===== src/rtl/mandelbrot_scan.sv =====
// Raster-order pixel sequencer for the mandelbrot iteration unit.
// Latency: ISSUE 1 + WAIT_HI 1 + unit run time + EMIT (>=1) cycles per pixel.
// Backpressure: holds the pixel while pix_ready_i is low; no new start until accepted.
//
// Ports:
//   raw_clk_i, reset_i        clock, synchronous active-high reset
//   go_i                      start a frame (sampled in IDLE only)
//   r/i_start_i, r/i_step_i   Q6.10 frame origin and per-column/per-row steps
//   mb_start_o, mb_r_o, mb_i_o, mb_result_i, mb_busy_i   iteration unit handshake
//   pix_valid_o/pix_ready_i, pix_x_o, pix_y_o, pix_data_o pixel stream
//   busy_o, done_o            frame in progress, end-of-frame pulse
module mandelbrot_scan #(
  parameter int WIDTH  = 96,
  parameter int HEIGHT = 64,
  parameter int X_BITS = 7,
  parameter int Y_BITS = 6
) (
  input  logic              raw_clk_i,
  input  logic              reset_i,
  input  logic              go_i,
  input  logic [15:0]       r_start_i,
  input  logic [15:0]       i_start_i,
  input  logic [15:0]       r_step_i,
  input  logic [15:0]       i_step_i,
  output logic              mb_start_o,
  output logic [15:0]       mb_r_o,
  output logic [15:0]       mb_i_o,
  input  logic [3:0]        mb_result_i,
  input  logic              mb_busy_i,
  output logic              pix_valid_o,
  input  logic              pix_ready_i,
  output logic [X_BITS-1:0] pix_x_o,
  output logic [Y_BITS-1:0] pix_y_o,
  output logic [3:0]        pix_data_o,
  output logic              busy_o,
  output logic              done_o
);

  typedef enum logic [2:0] {
    S_IDLE, S_ISSUE, S_WAIT_HI, S_WAIT_LO, S_EMIT
  } state_t;

  localparam logic [X_BITS-1:0] X_LAST = X_BITS'(WIDTH - 1);
  localparam logic [Y_BITS-1:0] Y_LAST = Y_BITS'(HEIGHT - 1);

  state_t            state_q, state_d;
  logic [15:0]       r_start_q, r_start_d;
  logic [15:0]       r_step_q, r_step_d;
  logic [15:0]       i_step_q, i_step_d;
  logic [15:0]       cur_r_q, cur_r_d;
  logic [15:0]       cur_i_q, cur_i_d;
  logic [X_BITS-1:0] x_q, x_d;
  logic [Y_BITS-1:0] y_q, y_d;
  logic [3:0]        data_q, data_d;
  logic              done_q, done_d;

  always_ff @(posedge raw_clk_i) begin
    if (reset_i) begin
      state_q   <= S_IDLE;
      r_start_q <= '0;
      r_step_q  <= '0;
      i_step_q  <= '0;
      cur_r_q   <= '0;
      cur_i_q   <= '0;
      x_q       <= '0;
      y_q       <= '0;
      data_q    <= '0;
      done_q    <= 1'b0;
    end else begin
      state_q   <= state_d;
      r_start_q <= r_start_d;
      r_step_q  <= r_step_d;
      i_step_q  <= i_step_d;
      cur_r_q   <= cur_r_d;
      cur_i_q   <= cur_i_d;
      x_q       <= x_d;
      y_q       <= y_d;
      data_q    <= data_d;
      done_q    <= done_d;
    end
  end

  always_comb begin
    state_d     = state_q;
    r_start_d   = r_start_q;
    r_step_d    = r_step_q;
    i_step_d    = i_step_q;
    cur_r_d     = cur_r_q;
    cur_i_d     = cur_i_q;
    x_d         = x_q;
    y_d         = y_q;
    data_d      = data_q;
    done_d      = 1'b0;
    mb_start_o  = 1'b0;
    pix_valid_o = 1'b0;
    busy_o      = (state_q != S_IDLE);

    case (state_q)
      S_IDLE: begin
        // done_q marks the end-of-frame cycle; a go seen then is dropped.
        if (go_i && !done_q) begin
          r_start_d = r_start_i;
          r_step_d  = r_step_i;
          i_step_d  = i_step_i;
          cur_r_d   = r_start_i;
          cur_i_d   = i_start_i;
          x_d       = '0;
          y_d       = '0;
          state_d   = S_ISSUE;
        end
      end
      S_ISSUE: begin
        mb_start_o = 1'b1;
        state_d    = S_WAIT_HI;
      end
      S_WAIT_HI: begin
        if (mb_busy_i) state_d = S_WAIT_LO;
      end
      S_WAIT_LO: begin
        if (!mb_busy_i) begin
          data_d  = mb_result_i;
          state_d = S_EMIT;
        end
      end
      S_EMIT: begin
        pix_valid_o = 1'b1;
        if (pix_ready_i) begin
          if (x_q != X_LAST) begin
            x_d     = x_q + X_BITS'(1);
            cur_r_d = cur_r_q + r_step_q;   // wraps modulo 2^16
            state_d = S_ISSUE;
          end else if (y_q != Y_LAST) begin
            x_d     = '0;
            y_d     = y_q + Y_BITS'(1);
            cur_r_d = r_start_q;
            cur_i_d = cur_i_q + i_step_q;
            state_d = S_ISSUE;
          end else begin
            done_d  = 1'b1;
            state_d = S_IDLE;
          end
        end
      end
      default: state_d = S_IDLE;
    endcase
  end

  // Coordinates only move on a pixel accept, so they are stable for the
  // whole time the iteration unit is re-reading them.
  assign mb_r_o     = cur_r_q;
  assign mb_i_o     = cur_i_q;
  assign pix_x_o    = x_q;
  assign pix_y_o    = y_q;
  assign pix_data_o = data_q;
  assign done_o     = done_q;

endmodule


===== config.mk =====
export PLATFORM = sky130hd
export DESIGN_NAME = mandelbrot_scan
export DESIGN_NICKNAME = d
export VERILOG_FILES = /design/src/rtl/mandelbrot_scan.sv
export SDC_FILE = /design/constraint.sdc
export NUM_CORES = 1
export LEC_CHECK = 0
export BUFFER_PORTS_ARGS = -buffer_cell sky130_fd_sc_hd__buf_2
export CAP_MARGIN = 10
export CORE_AREA = 2 2 101 103
export DETAILED_ROUTE_END_ITERATION = 10
export DIE_AREA = 0 0 103 105
export PLACE_DENSITY = 0.83
export SLEW_MARGIN = 20
export SYNTH_ARGS = -nofsm -noshare
export SYNTH_HDL_FRONTEND = slang
export SYNTH_SLANG_ARGS = --single-unit

===== constraint.sdc =====
create_clock -name raw_clk_i -period 7.09 [get_ports raw_clk_i]
set_input_delay 1.418 -clock raw_clk_i [delete_from_list [all_inputs] [get_ports raw_clk_i]]
set_output_delay 1.418 -clock raw_clk_i [all_outputs]
set_load 0.03 [all_outputs]

==> run_results.csv, run 1 <==
group,metric,value,unit
global_routing,grt_max_degree,95,
cells_and_area,fin_util,0.670,
min_path,min_to,"r_start_q[0]",
floorplanning,die_y,105,µm
critical_path,path_max_fanout,51,
yosys,synthArstFlopShare,0,
floorplanning,fp.dieW,103,µm
cells_and_area,layout.nets,910,
critical_path,critPathCaptureType,"flop",
power,ir_drop,120,µV
yosys,synth_edf_count,0,
sta,finalSetupViolations,0,
sta,fin_setup_tns,0,ns
yosys,synth_top_cells_by_area,"dfxtp_1, nand2_1, a21oi_1",
sta,grt_setup_unrepaired,"no",
critical_path,required,7.36,ns
clock_network,cts_hold_buffers,0,
cells_and_area,antenna_cells,0,
drt,first_iter_violations,354,
critical_path,startpoint,"go_i",
sta,min_period,2.94,ns
clock_network,cts-root-buf,"clkbuf_8",
sta,finalHoldViolCount,0,
clock_network,cts_max_level,3,
yosys,synth_seq_cells,101,
power,power_density,204,mW/mm²
cells_and_area,layout-drive-gt1-share,0.217,
sta,skew,0.0118,ns
global_routing,grt_overflow,0,
drt,drtAntennaViolNets,0,
min_path,worstHoldStart,"r_start_q[0]",
cells_and_area,final_common_cell,"nand2_1",
critical_path,crit_arrival,3.21,ns
drt,vias_per_cell,5.94,
critical_path,cp-start-kind,"input port",
clock_network,worstSkewPairLatency,0.37,ns
yosys,synth_top_area_frac,0.359,
drt,drt_pre_antenna_iters,5,
min_path,hold_path_depth,2,
floorplanning,fp-row-count,36,
global_routing,grt_pass1_vias,5315,
placement,place.gp.congestion,0.884,
drt,wire_per_inst,16.0,µm
sta,period_share,0.415,
critical_path,rr_endpoint,"mb_r_o[6]",
global_routing,track_usage,0.281,
drt,num_vias,5586,
placement,port-buffer-count,125,
clock_network,ctsResizeCount,0,
yosys,avgSynthCellArea,8.02,µm²
critical_path,max_stage_delay,0.60,ns
cells_and_area,final_cell_mix,"nand2_1, buf_2, dfxtp_1, a21oi_1, nor2_1",
critical_path,worstSetupPathType,"in -> reg",
clock_network,cts_tree,"yes",
yosys,yosysTopAreaCell,"dfxtp_1",
min_path,hp-class,"reg -> reg",
cells_and_area,syn2layout_area_growth,14.7,%
floorplanning,core-area,0.00964,mm²
clock_network,cts_sinks,101,
critical_path,ff2ff_setup_slack,4.35,ns
placement,dp_hpwl,10700,µm
yosys,ys_types,67,
sta,worstMarginPinSlew,1.05,ns
sta,maxSlewViolCount,0,
yosys,syn_inst,702,
outcome,status,"finished clean",
power,power.leakage,2.87,nW
placement,placed_cells,925,
clock_network,cts_inserted_buffers,9,
floorplanning,ioPinCount,126,
drt,drc,0,
sta,max_slew_margin,0.301,
yosys,seq_area_frac_synth,0.359,
drt,routed_wl,15100,µm
critical_path,crit_chain,"buf_2 -> nor2b_1 -> nand2b_2 -> o221ai_1 -> nor2_1 -> mux2_2",
clock_network,cts_setup_buffers,0,
global_routing,grt_pass1_wl,24500,µm
critical_path,r2r_cells,8,
yosys,ys_warn_count,0,
clock_network,clkSlewWorstSetupHoldPaths,0.09,ns
run,drv_cap,0,
critical_path,timing.rr.start,"pix_x_o[0]",
floorplanning,die_area,0.0108,mm²
critical_path,crit_slowest_cell,"nand2b_2",
cells_and_area,fin_cells,941,
yosys,synth.cell_area,0.00563,mm²
global_routing,antenna_found_initial,0,
clock_network,clock_path_buffers,2,
floorplanning,start_util,0.584,
sta,max_freq,340,MHz
yosys,ys.flop_type,"dfxtp_1",
yosys,synthesis.nets,809,
## critical path, delay by kind of cell
family,cells,cell delay (ns)
AO/OA/AOI/OAI,1,0.48
multiplexers,1,0.26
AND/OR/NAND/NOR,3,0.93
buffers and inverters,1,0.09
## how the worst max path moves through the flow
stage,to,slack (ns),cells past startpoint
floorplan,mb_i_o[3],4.27,7
global placement,mb_i_o[15],3.85,6
detailed placement,mb_i_o[15],3.74,6
CTS,mb_i_o[15],4.13,6
global route,mb_i_o[15],3.93,6
finish,mb_i_o[15],4.15,6
## cells in the mapped netlist, types with 16 or more instances
| master | count |
|---|---|
| xor2_1 | 18 |
| nand2_1 | 152 |
| ha_1 | 32 |
| a21o_1 | 17 |
| o21ai_0 | 26 |
| dfxtp_1 | 101 |
| nor2_1 | 54 |
| xnor2_1 | 16 |
| nand3_1 | 18 |
| clkbuf_1 | 22 |
| a21oi_1 | 91 |
## registers in the layout, indices dropped and copies added, names as in the netlist, 3 cells and up
signal	cells
i_step_q	16
mb_i_o	16
mb_r_o	16
pix_data_o	4
pix_x_o	7
pix_y_o	6
r_start_q	16
r_step_q	16
state_q	3
## final cells by class
cell class | instances | area, µm²
tap | 133 | 166
clock inverter | 5 | 35.0
clock buffer | 11 | 151
timing repair buffer | 131 | 673
multi-input combinational | 555 | 3390
inverter | 5 | 18.8
fill | 837 | 3180
sequential | 101 | 2020
## through the flow
stage	hold WS (ns)	setup slack (ns)	total power, mW	area, µm²
2_1_floorplan	0.432	4.27	0.885	5630
3_3_place_gp	0.440	3.85	0.958	6270
3_5_place_dp	0.448	3.74	0.975	6270
4_1_cts	0.461	4.13	1.32	6460
5_1_grt	0.483	3.93	1.38	6460
6_report	0.462	4.15	1.32	6460
## report_power, final
| group | internal, mW | switching [mW] |
|---|---|---|
| logic | 0.117 | 0.208 |
| registers | 0.607 | 0.0328 |
| clock network | 0.146 | 0.205 |
## routing by layer
metal | up-vias | routed length, µm | track usage
li1 | 2686 | - | -
met1 | 2618 | 6400 | 0.370
met2 | 256 | 7250 | 0.464
met3 | 26 | 1180 | 0.0408
met4 | 0 | 242 | 0.0977
met5 | - | 0 | 0
## kinds of logic (layout without fill, tap and decap cells)
| family | after synthesis | in the layout | synth area share |
|---|---|---|---|
| compound gates | 206 | 206 | 0.239 |
| fa+ha+maj | 34 | 34 | 0.0782 |
| buf+inv | 46 | 152 | 0.0400 |
| simple gates | 275 | 275 | 0.220 |
| flops | 101 | 101 | 0.359 |
| xor+xnor | 34 | 34 | 0.0529 |
| mux | 6 | 6 | 0.0109 |
Power figures use the tool's default switching activity.
==> run 2: changes to the inputs <==
--- a/config.mk
+++ b/config.mk
@@ -5,12 +5,13 @@
 export SDC_FILE = /design/constraint.sdc
 export NUM_CORES = 1
 export LEC_CHECK = 0
+export ABC_AREA = 1
 export BUFFER_PORTS_ARGS = -buffer_cell sky130_fd_sc_hd__buf_2
 export CAP_MARGIN = 10
-export CORE_AREA = 2 2 101 103
+export CORE_AREA = 2 2 108 110
 export DETAILED_ROUTE_END_ITERATION = 10
-export DIE_AREA = 0 0 103 105
-export PLACE_DENSITY = 0.83
+export DIE_AREA = 0 0 110 112
+export PLACE_DENSITY = 0.78
 export SLEW_MARGIN = 20
 export SYNTH_ARGS = -nofsm -noshare
 export SYNTH_HDL_FRONTEND = slang
==> constraint.sdc (replaced) <==
create_clock -name raw_clk_i -period 2.8 [get_ports raw_clk_i]
set_input_delay 0.56 -clock raw_clk_i [delete_from_list [all_inputs] [get_ports raw_clk_i]]
set_output_delay 0.56 -clock raw_clk_i [all_outputs]
set_load 0.03 [all_outputs]
==> run 2 against run 1 <==
Combinational power increased to 8.1 times the previous value. Routed wire length increased by 5.0%. Global-route usage decreased by 1.5 points. Critical path depth increased by 3. Final cell count increased by 27%. Sequential share of layout area decreased by 3.1 points. Non-clock buffer count increased by 3. Clock power increased to 4.3 times the previous value.
==> run_results.csv, run 2 <==
group,metric,value,unit
placement,place.gp.congestion,0.871,
drt,drtAntennaViolNets,0,
floorplanning,die_y,112,µm
critical_path,cp-start-kind,"flop",
yosys,synth_commonest_cells,"nand2_1, nor2_1, dfxtp_1",
drt,wire_per_inst,13.2,µm
floorplanning,fp.dieW,110,µm
yosys,ys.flop_type,"dfxtp_1",
cells_and_area,final_common_cell,"nand2_1",
sta,postLayoutSetupSlackWorst,0.375,ns
yosys,synthesis.nets,1050,
clock_network,cts_hold_buffers,0,
yosys,synthMuxAreaShare,0,
global_routing,grt_pass1_vias,5519,
placement,pre_cts_slack,0.398,ns
critical_path,required,3.09,ns
yosys,synth_top_family_by_area,"simple AND/OR/NAND/NOR gates",
sta,worstMarginPinSlew,0.608,ns
floorplanning,fp-row-count,39,
floorplanning,core-area,0.0112,mm²
global_routing,grt_overflow,0,
clock_network,clock_path_buffers,2,
floorplanning,die_area,0.0123,mm²
cells_and_area,final_cell_mix,"nand2_1, nor2_1, buf_2, dfxtp_1, inv_1",
floorplanning,ioPinCount,126,
yosys,synthArstFlopShare,0,
yosys,syn_inst,943,
yosys,avgSynthCellArea,6.49,µm²
yosys,synth_xor_area_frac,0.0200,
placement,dp_hpwl,11200,µm
drt,vias_per_cell,5.15,
cells_and_area,design_area,0.00717,mm²
power,netSwitchingPower,2.59,mW
critical_path,path_max_fanout,33,
yosys,synth.cell_area,0.00612,mm²
clock_network,worstSkewPairLatency,0.36,ns
yosys,synth_most_common_cell,"nand2_1",
critical_path,crit_arrival,2.71,ns
sta,finalHoldViolCount,0,
cells_and_area,layout.nets,1158,
cells_and_area,syn2layout_area_growth,17.0,%
drt,num_vias,6176,
drt,first_iter_violations,420,
clock_network,cts-root-buf,"clkbuf_16",
global_routing,track_usage,0.266,
yosys,ys_warn_count,0,
drt,routed_wl,15800,µm
power,power_frac_seq,0.327,
power,p_clk_frac,0.245,
yosys,ys_types,40,
clock_network,ctsResizeCount,0,
clock_network,cts_inserted_buffers,9,
power,power.internal,3.60,mW
drt,drt_pre_antenna_iters,5,
global_routing,antenna_found_initial,0,
yosys,synth_top_area_frac,0.330,
sta,finalSetupViolations,0,
yosys,synth_top_cells_by_area,"dfxtp_1, nand2_1, nor2_1",
outcome,status,"finished clean",
critical_path,critPathCaptureType,"flop",
global_routing,grt_max_degree,48,
power,p_sw_frac,0.418,
cells_and_area,fin_util,0.641,
yosys,synth_compound_area_frac,0.155,
sta,period_share,0.866,
critical_path,worstSetupPathType,"reg -> reg",
power,power_density,863,mW/mm²
sta,maxSlewViolCount,0,
global_routing,grt_pass1_wl,26000,µm
min_path,worstHoldStart,"i_step_i[8]",
sta,skew,0.00841,ns
sta,fin_setup_tns,0,ns
yosys,seq_area_frac_synth,0.330,
sta,hold_ws,0.423,ns
power,combPwrFrac,0.428,
yosys,synth_edf_count,0,
clock_network,clkSlewWorstSetupHoldPaths,0.07,ns
clock_network,cts_setup_buffers,0,
power,power.leakage,3.69,nW
yosys,yosysTopAreaCell,"dfxtp_1",
floorplanning,start_util,0.548,
yosys,synth_seq_cells,101,
placement,postPlaceCellArea,0.00681,mm²
cells_and_area,layout-drive-gt1-share,0.173,
min_path,hp-class,"in -> reg",
power,ir_drop,537,µV
run,drv_cap,0,
sta,max_freq,412,MHz
sta,grt_setup_unrepaired,"no",
placement,port-buffer-count,125,
cells_and_area,antenna_cells,0,
clock_network,cts_sinks,101,
critical_path,startpoint,"pix_x_o[0]",
yosys,synthAdderAreaFrac,0.0719,
yosys,yosys.area_share.simple,0.325,
drt,drc,0,
clock_network,cts_max_level,3,
sta,min_period,2.43,ns
clock_network,cts_tree,"yes",
critical_path,timing.rr.start,"pix_x_o[0]",
sta,max_slew_margin,0.594,
## run 2: area by class of cell
class | instances | area (µm²)
Sequential cell | 101 | 2020
Timing Repair Buffer | 134 | 706
Inverter | 105 | 394
Tap cell | 143 | 179
Fill cell | 1044 | 4010
Clock inverter | 4 | 120
Multi-Input combinational cell | 700 | 3510
Clock buffer | 12 | 236
## run 2: final timing paths
| check | to | slack, ns | cells after the start |
|---|---|---|---|
| max reg2reg | mb_i_o[4] | 0.37 | 9 |
| max | mb_i_o[4] | 0.37 | 9 |
| min reg2reg | r_start_q[15] | 0.46 | 2 |
| min | i_step_q[8] | 0.42 | 3 |
## run 2: critical path: stages, from the launching register on
cell and delay (ns):
dfxtp_1 0.38, ha_1 0.22, nand4_2 0.15, nor2_2 0.21
inv_2 0.20, nand2_4 0.17, nand3_4 0.38, inv_2 0.38
o211ai_2 0.13, a21oi_2 0.13
## run 2: cell families (layout without fill, tap and decap cells)
logic type               count (synthesis)  after routing
buffers and inverters                  142            255
AO/OA/AOI/OAI                          178            178
flip-flops                             101            101
AND/OR/NAND/NOR                        474            474
adder cells (fa/ha/maj)                 34             34
XOR/XNOR                                14             14
## run 2: power groups by stage
stage | Sequential [mW] | Combinational (mW) | Clock, mW
after floorplan | 2.31 | 1.77 | 0
after global placement | 2.05 | 2.58 | 0
after detailed placement | 2.05 | 2.61 | 0
after CTS | 2.02 | 2.64 | 1.53
after global routing | 2.06 | 2.96 | 1.59
final | 2.02 | 2.64 | 1.51
## run 2: metal layers
metal  vias up  part of all wire  global-route usage
met5         -                 0                   0
met4         0             0.014              0.0692
met3        20             0.067              0.0685
met1      2713              0.49               0.379
met2       199              0.43               0.399
li1       3244                 -                   -
## run 2: per-stage QoR
step | power, mW | std cells
2_1_floorplan | 4.07 | 943
3_3_place_gp | 4.63 | 1183
3_5_place_dp | 4.66 | 1183
4_1_cts | 6.19 | 1199
5_1_grt | 6.62 | 1199
6_report | 6.18 | 1199
==> run 3: changes to the inputs <==
--- a/config.mk
+++ b/config.mk
@@ -8,10 +8,10 @@
 export ABC_AREA = 1
 export BUFFER_PORTS_ARGS = -buffer_cell sky130_fd_sc_hd__buf_2
 export CAP_MARGIN = 10
-export CORE_AREA = 2 2 108 110
+export CORE_AREA = 2 2 114 116
 export DETAILED_ROUTE_END_ITERATION = 10
-export DIE_AREA = 0 0 110 112
-export PLACE_DENSITY = 0.78
+export DIE_AREA = 0 0 116 118
+export PLACE_DENSITY = 0.74
 export SLEW_MARGIN = 20
 export SYNTH_ARGS = -nofsm -noshare
 export SYNTH_HDL_FRONTEND = slang
==> constraint.sdc (replaced) <==
create_clock -name raw_clk_i -period 2.2 [get_ports raw_clk_i]
set_input_delay 0.44 -clock raw_clk_i [delete_from_list [all_inputs] [get_ports raw_clk_i]]
set_output_delay 0.44 -clock raw_clk_i [all_outputs]
set_load 0.03 [all_outputs]
==> run 3 against run 2 <==
First-iteration DRC count grew 11%. Flip-flop and latch count is the same. Non-clock buffer count grew 6. Clock skew is essentially flat. Via count grew 0.24%. Clock power grew 9%. Hold slack lost 0.12 ns. Sequential share of layout area shrank 0.20 points. Die area grew 11%. Combinational power grew 30%. Global-route usage shrank 2.6 points. Routed wire length grew 1.2%. Highest routed layer unchanged.
==> run_results.csv, run 3 (synthesized netlist as in run 2, its figures left out) <==
group,metric,value,unit
clock_network,cts-root-buf,"clkbuf_16",
drt,vias_per_cell,5.02,
power,power_density,1060,mW/mm²
drt,first_iter_violations,468,
global_routing,track_usage,0.240,
floorplanning,fp.dieW,116,µm
drt,routed_wl,16000,µm
clock_network,clock_path_buffers,2,
sta,hold_ws,0.298,ns
critical_path,required,2.48,ns
sta,maxSlewViolCount,0,
min_path,hp-class,"in -> reg",
placement,port-buffer-count,125,
cells_and_area,layout-drive-gt1-share,0.181,
global_routing,antenna_found_initial,0,
global_routing,grt_max_degree,48,
critical_path,crit_buf_inv,2,
clock_network,clkSlewWorstSetupHoldPaths,0.07,ns
drt,num_vias,6191,
cells_and_area,final_common_cell,"nand2_1",
clock_network,cts_max_level,3,
critical_path,path_max_fanout,21,
clock_network,cts_hold_buffers,0,
critical_path,crit_arrival,2.29,ns
power,total_power,7.67,mW
sta,fin_setup_tns,0,ns
clock_network,cts_sinks,101,
cells_and_area,layout.nets,1164,
drt,wire_per_inst,13.0,µm
critical_path,worstSetupPathType,"reg -> reg",
cells_and_area,design_area,0.00722,mm²
placement,placed_cells,1218,
clock_network,worstSkewPairLatency,0.36,ns
cells_and_area,syn2layout_area_growth,17.8,%
global_routing,grt_pass1_vias,5623,
sta,finalHoldViolCount,0,
floorplanning,start_util,0.493,
drt,drtAntennaViolNets,0,
placement,dp_hpwl,11600,µm
floorplanning,core-area,0.0124,mm²
critical_path,cp-start-kind,"flop",
sta,max_slew_margin,0.671,
sta,finalSetupViolations,0,
cells_and_area,antenna_cells,0,
power,power.leakage,3.71,nW
run,drv_cap,0,
floorplanning,die_y,118,µm
cells_and_area,fin_cells,1234,
drt,maxUsedRoutingLayer,"met4",
global_routing,grt_overflow,0,
placement,postPlaceCellArea,0.00692,mm²
floorplanning,ioPinCount,126,
sta,grt_setup_unrepaired,"no",
critical_path,crit_chain,"ha_1 -> nand4_2 -> nor2_2 -> inv_2 -> nand2_4 -> nand3_4 -> buf_12 -> o21ai_0 -> nor3b_1",
drt,wl_met1,7930,µm
drt,met2_length,6920,µm
sta,period_share,0.917,
drt,drc,0,
drt,met3_length,911,µm
sta,min_period,2.02,ns
cells_and_area,fin_util,0.581,
placement,place.gp.congestion,0.882,
floorplanning,die_area,0.0137,mm²
clock_network,ctsResizeCount,0,
cells_and_area,final_cell_mix,"nand2_1, nor2_1, buf_2, dfxtp_1, inv_1",
sta,skew,0.00800,ns
critical_path,max_stage_delay,0.41,ns
clock_network,cts_inserted_buffers,9,
critical_path,crit_slowest_cell,"dfxtp_1",
floorplanning,fp-row-count,41,
global_routing,grt_pass1_wl,26400,µm
sta,postLayoutSetupSlackWorst,0.183,ns
clock_network,cts_setup_buffers,0,
critical_path,cp_top_family,"simple AND/OR/NAND/NOR gates",
critical_path,critPathCaptureType,"flop",
sta,max_freq,496,MHz
sta,worstMarginPinSlew,0.494,ns
outcome,status,"finished clean",
clock_network,cts_tree,"yes",
drt,drt_pre_antenna_iters,5,
placement,pre_cts_slack,0.204,ns
power,ir_drop,814,µV
run 3: changes by cell type in the layout (fill, tap and decap cells not counted), moves of 2 or more:
cell       delta
clkinv_4      +2
buf_4         +4
clkbuf_1      -3
clkinv_2      +3
bufinv_16     -3
buf_12        +2
run 3: per-layer routing:
metal  global-route usage  vias up
li1                     -     3255
met5                    0        -
met1                0.330     2750
met2                0.374      170
met4               0.0699        0
met3               0.0566       16
run 3: layout make-up:
| cell class | count | area [µm²] |
|---|---|---|
| fill | 1251 | 5200 |
| multi-input combinational | 700 | 3510 |
| sequential | 101 | 2020 |
| timing repair buffer | 140 | 776 |
| inverter | 105 | 394 |
| clock buffer | 10 | 239 |
| tap | 172 | 215 |
| clock inverter | 6 | 62.6 |
run 3: final timing paths:
path	start	end	slack [ns]	depth (start not counted)
setup / recovery	pix_x_o[0]	pix_y_o[3]	0.18	9
hold / removal	i_step_i[8]	i_step_q[8]	0.30	3
setup reg to reg	pix_x_o[0]	pix_y_o[3]	0.18	9
hold reg to reg	r_start_q[15]	r_start_q[15]	0.46	2
run 3: where the power goes:
part,leakage [nW],total (mW),switching [mW],internal (mW)
clock network,0.152,1.65,0.734,0.912
logic,2.72,3.44,2.29,1.15
registers,0.831,2.58,0.331,2.25
run 3: worst register-to-register path, cell delays in order (launching register included):
cell and delay, ns:
dfxtp_1 0.41, ha_1 0.23, nand4_2 0.14, nor2_2 0.20
inv_2 0.08, nand2_4 0.11, nand3_4 0.21, buf_12 0.24
o21ai_0 0.12, nor3b_1 0.20
